--- config.mk ---
export PLATFORM = sky130hd
export DESIGN_NAME = pll_reset_sequencer
export DESIGN_NICKNAME = d
export VERILOG_FILES = /design/src/rtl/pll_reset_sequencer.sv
export SDC_FILE = /design/constraint.sdc
export NUM_CORES = 1
export LEC_CHECK = 0
export ABC_AREA = 1
export CAP_MARGIN = 25
export CORE_ASPECT_RATIO = 0.7
export CORE_MARGIN = 2
export CORE_UTILIZATION = 55
export CTS_CLUSTER_SIZE = 24
export DETAILED_ROUTE_END_ITERATION = 8
export PLACE_DENSITY = 0.76
export SYNTH_ARGS = -nofsm -noshare
export SYNTH_HDL_FRONTEND = slang
export SYNTH_SLANG_ARGS = --single-unit
export TNS_END_PERCENT = 100
--- constraint.sdc ---
create_clock -name clk -period 3.7 [get_ports clk]
set_clock_uncertainty 0.2 [all_clocks]
set_input_delay 0.37 -clock clk [delete_from_list [all_inputs] [get_ports clk]]
set_output_delay 0.37 -clock clk [all_outputs]
set_load 0.02 [all_outputs]
--- src/rtl/pll_reset_sequencer.sv ---
// pll_reset_sequencer: waits for stable PLL lock, releases core then peripheral resets, re-sequences on loss or soft request
module pll_reset_sequencer #(
  parameter int SYNC_STAGES        = 2,
  parameter int LOCK_STABLE_CYCLES = 1024,
  parameter int STAGE_GAP_CYCLES   = 16,
  parameter int LOSS_FILTER_CYCLES = 4
) (
  input  logic       clk,
  input  logic       rst_n,
  input  logic       pll_locked,
  input  logic       soft_rst_req,
  output logic       core_rst_n,
  output logic       periph_rst_n,
  output logic       ready,
  output logic [7:0] lock_loss_count
);
  localparam int SW = $clog2(LOCK_STABLE_CYCLES + 1);
  localparam int GW = $clog2(STAGE_GAP_CYCLES + 1);
  localparam int FW = $clog2(LOSS_FILTER_CYCLES + 1);
  typedef enum logic [1:0] {WAIT_LOCK, STABLE, REL_CORE, RUN} state_t;
  state_t state_q, state_d;
  logic [SYNC_STAGES-1:0] sync_q;
  logic [SW-1:0] stab_q, stab_d;
  logic [GW-1:0] gap_q, gap_d;
  logic [FW-1:0] loss_q, loss_d;
  logic [7:0] cnt_d;
  logic locked_s, filt_loss;
  assign locked_s  = sync_q[SYNC_STAGES-1];
  assign filt_loss = (state_q == RUN) && (loss_q == FW'(LOSS_FILTER_CYCLES));
  // state, counters, synchroniser and registered resets; resets follow the next state so they change on the deciding edge
  always_ff @(posedge clk or negedge rst_n) begin
    if (!rst_n) begin
      sync_q          <= '0;
      state_q         <= WAIT_LOCK;
      stab_q          <= '0;
      gap_q           <= '0;
      loss_q          <= '0;
      lock_loss_count <= '0;
      core_rst_n      <= 1'b0;
      periph_rst_n    <= 1'b0;
      ready           <= 1'b0;
    end else begin
      sync_q          <= {sync_q[SYNC_STAGES-2:0], pll_locked};
      state_q         <= state_d;
      stab_q          <= stab_d;
      gap_q           <= gap_d;
      loss_q          <= loss_d;
      lock_loss_count <= cnt_d;
      core_rst_n      <= (state_d == REL_CORE) || (state_d == RUN);
      periph_rst_n    <= state_d == RUN;
      ready           <= state_d == RUN;
    end
  end
  // next-state and counter logic; a filtered loss is counted even when a soft request arrives on the same edge
  always_comb begin
    state_d = state_q;
    stab_d  = stab_q;
    gap_d   = gap_q;
    loss_d  = loss_q;
    cnt_d   = (filt_loss && lock_loss_count != 8'hFF) ? lock_loss_count + 8'd1 : lock_loss_count;
    if (soft_rst_req || filt_loss) begin
      state_d = WAIT_LOCK;
      stab_d  = '0;
      gap_d   = '0;
      loss_d  = '0;
    end else begin
      case (state_q)
        WAIT_LOCK: begin
          state_d = locked_s ? STABLE : WAIT_LOCK;
          stab_d  = locked_s ? SW'(1) : '0;
        end
        STABLE: begin
          if (!locked_s) begin
            state_d = WAIT_LOCK;
            stab_d  = '0;
          end else if (stab_q == SW'(LOCK_STABLE_CYCLES)) begin
            state_d = REL_CORE;
            stab_d  = '0;
            gap_d   = GW'(1);
          end else stab_d = stab_q + SW'(1);
        end
        REL_CORE: begin
          if (!locked_s) begin
            state_d = WAIT_LOCK;
            gap_d   = '0;
          end else if (gap_q == GW'(STAGE_GAP_CYCLES)) begin
            state_d = RUN;
            gap_d   = '0;
            loss_d  = '0;
          end else gap_d = gap_q + GW'(1);
        end
        RUN: loss_d = locked_s ? '0 : loss_q + FW'(1);
        default: state_d = WAIT_LOCK;
      endcase
    end
  end
endmodule

==> metrics.txt <==
# TYPE chip_impl_metric gauge
chip_impl_metric{name="max_slew.worst_pin.slew",unit="ns"} 0.4725
chip_impl_metric{name="slowest_delay",unit="ns"} 0.64
chip_impl_metric{name="clk_latency",unit="ns"} 0.29
chip_impl_metric{name="postSynthCellCount",unit=""} 287
chip_impl_metric{name="drv_slew",unit=""} 0
chip_impl_metric{name="maxClockFrequency",unit="MHz"} 521.0
chip_impl_metric{name="cts_buffer_depth",unit=""} 2
chip_impl_metric{name="filler_cell_count",unit=""} 313
chip_impl_info{name="rsz0062_at_grt",value="no"} 1
chip_impl_metric{name="r2r_setup_slack",unit="ns"} 1.80
chip_impl_metric{name="syn_to_final_growth",unit="%"} 14.65
chip_impl_info{name="worst_hold_path_type",value="flip-flop to flip-flop"} 1
chip_impl_metric{name="layout_worst_path_cycle_share",unit=""} 0.5187
chip_impl_info{name="status",value="finished clean"} 1
chip_impl_metric{name="synthesis.area",unit="mm²"} 0.001998
chip_impl_metric{name="gp_congestion",unit=""} 0.9011
chip_impl_metric{name="row_count",unit=""} 18
chip_impl_metric{name="met2WireLength",unit="µm"} 1647
chip_impl_metric{name="postSynthRegisterBits",unit=""} 33
chip_impl_metric{name="post_synth_num_cell_types",unit=""} 22
chip_impl_metric{name="internal_power",unit="W"} 0.0005457
chip_impl_metric{name="share_of_layout_cells_above_drive_strength_1",unit=""} 0.04235
chip_impl_metric{name="ioPinCount",unit=""} 15
chip_impl_metric{name="global_route.overflow_total",unit=""} 0
chip_impl_metric{name="via_count_of_the_first_global_routing_pass",unit=""} 1494
chip_impl_metric{name="avgViaCountPerCell",unit=""} 4.930
chip_impl_metric{name="share_comb_of_total_power",unit=""} 0.058
chip_impl_info{name="tritoncts",value="done"} 1
chip_impl_metric{name="nets",unit=""} 317
chip_impl_metric{name="detailedRoute.firstPassIterationCount",unit=""} 4
chip_impl_metric{name="seqCellArea",unit="µm²"} 825.8
chip_impl_metric{name="grt_use_total",unit=""} 0.2228
chip_impl_metric{name="core_footprint",unit="mm²"} 0.003491
chip_impl_metric{name="ys_seq_area_frac",unit=""} 0.4133
chip_impl_metric{name="multi_input_area",unit="µm²"} 984.7
chip_impl_metric{name="p_leak",unit="nW"} 1.193
chip_impl_info{name="timing.critical_path.to_type",value="output port"} 1
chip_impl_metric{name="path_max_fanout",unit=""} 5
chip_impl_metric{name="slew_headroom",unit=""} 0.6838
chip_impl_metric{name="clkTransAtPathRegs",unit="ns"} 0.06
chip_impl_info{name="dr.max_layer_used",value="met4"} 1
chip_impl_info{name="critical_path.cell_chain",value="clkdlybuf4s50_1"} 1
chip_impl_metric{name="m1WireLength",unit="µm"} 2209
chip_impl_metric{name="clock-sinks",unit=""} 33
chip_impl_metric{name="power.share.sequential",unit=""} 0.524
chip_impl_metric{name="met3RoutedLength",unit="µm"} 173
chip_impl_metric{name="postLayoutCoreUtil",unit=""} 0.6563
chip_impl_metric{name="path_buf_inv",unit=""} 1
chip_impl_metric{name="timing.final.crit_period",unit="ns"} 1.919
chip_impl_metric{name="irDropWorstVdd",unit="V"} 0.0002186
chip_impl_metric{name="grt_first_pass_wirelength",unit="µm"} 6962
chip_impl_metric{name="cts_buffers",unit=""} 5
chip_impl_info{name="cp_top_family",value="buffers and inverters"} 1
chip_impl_metric{name="detailedRoute.firstIterationViolations",unit=""} 160
chip_impl_info{name="crit_slowest_cell",value="sky130_fd_sc_hd__clkdlybuf4s50_1"} 1
chip_impl_metric{name="overall_via_count_from_detail_route",unit=""} 1760
chip_impl_metric{name="drt-total-wl",unit="µm"} 4085
chip_impl_metric{name="post-cts-setup-buffer-count",unit=""} 0
chip_impl_metric{name="drtAntennaViolNets",unit=""} 0
chip_impl_metric{name="ctsHoldBuffers",unit=""} 0
chip_impl_metric{name="timing.setup.tns",unit="ns"} 0
chip_impl_metric{name="antenna_found_initial",unit=""} 0
chip_impl_metric{name="report.final.setup_viol",unit=""} 0
chip_impl_metric{name="netSwitchingPower",unit="W"} 0.0001612
chip_impl_metric{name="number_of_gates_resized_after_cts",unit=""} 0
chip_impl_metric{name="pin_count_of_the_biggest_net_entering_global_routing",unit=""} 34
chip_impl_metric{name="netSwitchingFraction",unit=""} 0.2280
chip_impl_metric{name="floorplan.die.width",unit="µm"} 76.04
chip_impl_metric{name="post_synth.cell_area_avg",unit="µm²"} 6.962
chip_impl_info{name="clock_tree.root_cell",value="sky130_fd_sc_hd__clkbuf_8"} 1
chip_impl_metric{name="final_routed_drc_violation_total",unit=""} 0
chip_impl_metric{name="htree_num_levels",unit=""} 2
chip_impl_metric{name="crit_required",unit="ns"} 3.13
chip_impl_metric{name="yosys_warnings",unit=""} 0
chip_impl_metric{name="initial_core_util",unit=""} 0.5724
chip_impl_metric{name="detailed_place_hpwl",unit="µm"} 2995
chip_impl_metric{name="routed_wire_length_per_instance",unit="µm"} 11.44
chip_impl_info{name="critPathKind",value="flip-flop to output port"} 1
chip_impl_metric{name="timing.final.hold_violations",unit=""} 0
chip_impl_metric{name="floorplan.die.height",unit="µm"} 54.43
chip_impl_metric{name="die_area",unit="mm²"} 0.004139
chip_impl_metric{name="synthesis.nets",unit=""} 298
chip_impl_metric{name="buffer_ports.inserted",unit=""} 14
chip_impl_metric{name="worst_ep_arrival_time",unit="ns"} 1.35
chip_impl_metric{name="power_density",unit="mW/mm²"} 308.6
chip_impl_info{name="kind_of_start_point_of_the_critical_path",value="flip-flop"} 1
chip_impl_metric{name="cap_violations",unit=""} 0
chip_impl_metric{name="n_diodes",unit=""} 0
chip_impl_metric{name="portion_of_total_power_attributed_to_the_clock_network",unit=""} 0.418
## placed cells by master, fill, tap and decap left out
cell | synthesis | routed
sky130_fd_sc_hd__nand2_1 | 93 | 93
sky130_fd_sc_hd__inv_1 | 45 | 45
sky130_fd_sc_hd__nor2_1 | 41 | 41
sky130_fd_sc_hd__dfrtp_1 | 33 | 33
sky130_fd_sc_hd__nand3_1 | 27 | 27
sky130_fd_sc_hd__clkdlybuf4s50_1 | 0 | 14
sky130_fd_sc_hd__o21ai_0 | 10 | 10
sky130_fd_sc_hd__ha_1 | 7 | 7
sky130_fd_sc_hd__clkbuf_8 | 0 | 7
sky130_fd_sc_hd__xor2_1 | 6 | 6
sky130_fd_sc_hd__nand4_1 | 5 | 5
sky130_fd_sc_hd__nor3_1 | 5 | 5
sky130_fd_sc_hd__nor2_4 | 2 | 2
sky130_fd_sc_hd__xnor2_1 | 2 | 2
sky130_fd_sc_hd__nand2_2 | 1 | 1
sky130_fd_sc_hd__a21oi_1 | 1 | 1
sky130_fd_sc_hd__o211ai_1 | 1 | 1
sky130_fd_sc_hd__nand2_4 | 1 | 1
sky130_fd_sc_hd__o21bai_1 | 1 | 1
sky130_fd_sc_hd__nor3b_1 | 1 | 1
sky130_fd_sc_hd__a211oi_1 | 1 | 1
sky130_fd_sc_hd__nand3b_1 | 1 | 1
sky130_fd_sc_hd__clkinv_2 | 0 | 1
sky130_fd_sc_hd__buf_4 | 2 | 1
## Yosys cell counts (all sizes together)
| library cell | n | share of area |
|---|---|---|
| dfrtp | 33 | 0.41 |
| a21oi | 1 | 0.0025 |
| xor2 | 6 | 0.026 |
| a211oi | 1 | 0.0038 |
| o21ai | 10 | 0.025 |
| buf | 2 | 0.0075 |
| o211ai | 1 | 0.0038 |
| ha | 7 | 0.044 |
| inv | 45 | 0.085 |
| clkbuf | 1 | 0.0019 |
| nand4 | 5 | 0.016 |
| xnor2 | 2 | 0.0088 |
| o21bai | 1 | 0.0038 |
| nand2 | 95 | 0.18 |
| nand3b | 1 | 0.0038 |
| nor2 | 43 | 0.088 |
| nor3 | 5 | 0.013 |
| nand3 | 27 | 0.068 |
| nor3b | 1 | 0.0038 |
## area by class of cell
class | count | area share
inverter | 45 | 0.07373
clock buffer | 7 | 0.04205
tap | 50 | 0.02731
sequential | 33 | 0.3605
multi-input combinational | 206 | 0.4298
timing repair buffer | 15 | 0.06445
clock inverter | 1 | 0.002185
## state kept, by name (all words and copies together) (netlist names)
name and flops:
stab_q 11, lock_loss_count 8, gap_q 5, loss_q 3, state_q 2, sync_q 2
core_rst_n 1, ready 1
## power groups by stage
stage               combinational [W]  clock (W)  sequential (W)
floorplan                   0.0000238          0        0.000375
global placement            0.0000408          0        0.000377
detailed placement          0.0000407          0        0.000377
CTS                         0.0000410   0.000304        0.000370
global route                0.0000471   0.000324        0.000371
finish                      0.0000411   0.000295        0.000371
## cells by family after synthesis
group | after synthesis | share of synthesized area
and+or+nand+nor | 177 | 0.3751
AOI/OAI and AO/OA | 14 | 0.03883
DFF | 33 | 0.4133
xor gates and xnor gates | 8 | 0.03507
adders and majority gates | 7 | 0.04383
buffers and inverters | 48 | 0.09392
## final timing paths
check | startpoint | to | cells past startpoint
hold / removal | sync_q[0] | sync_q[1] | 0
hold reg to reg | sync_q[0] | sync_q[1] | 0
min in group asynchronous | rst_n | lock_loss_count[1] | 2
setup / recovery | lock_loss_count[2] | lock_loss_count[2] | 1
max in group asynchronous | rst_n | sync_q[1] | 2
setup reg to reg | lock_loss_count[0] | lock_loss_count[4] | 8
## metal layers
layer  vias up  GRT usage
li1        923          -
met3         4    0.05941
met5         -          0
met4         0    0.09091
met2        37     0.3318
met1       796     0.3138
## per-stage QoR
stage | cell area [µm²] | instances | hold WS, ns | setup slack, ns | power, W
floorplan | 1998 | 287 | -0.1256 | 1.914 | 0.0003985
global placement | 2190 | 349 | 0.1323 | 1.823 | 0.0004176
detailed placement | 2190 | 349 | 0.1393 | 1.801 | 0.0004176
CTS | 2291 | 357 | 0.1532 | 1.772 | 0.0007156
global route | 2291 | 357 | 0.1626 | 1.550 | 0.0007414
finish | 2291 | 357 | 0.1508 | 1.781 | 0.0007069
Note: power is estimated with default switching activity, not from simulation.
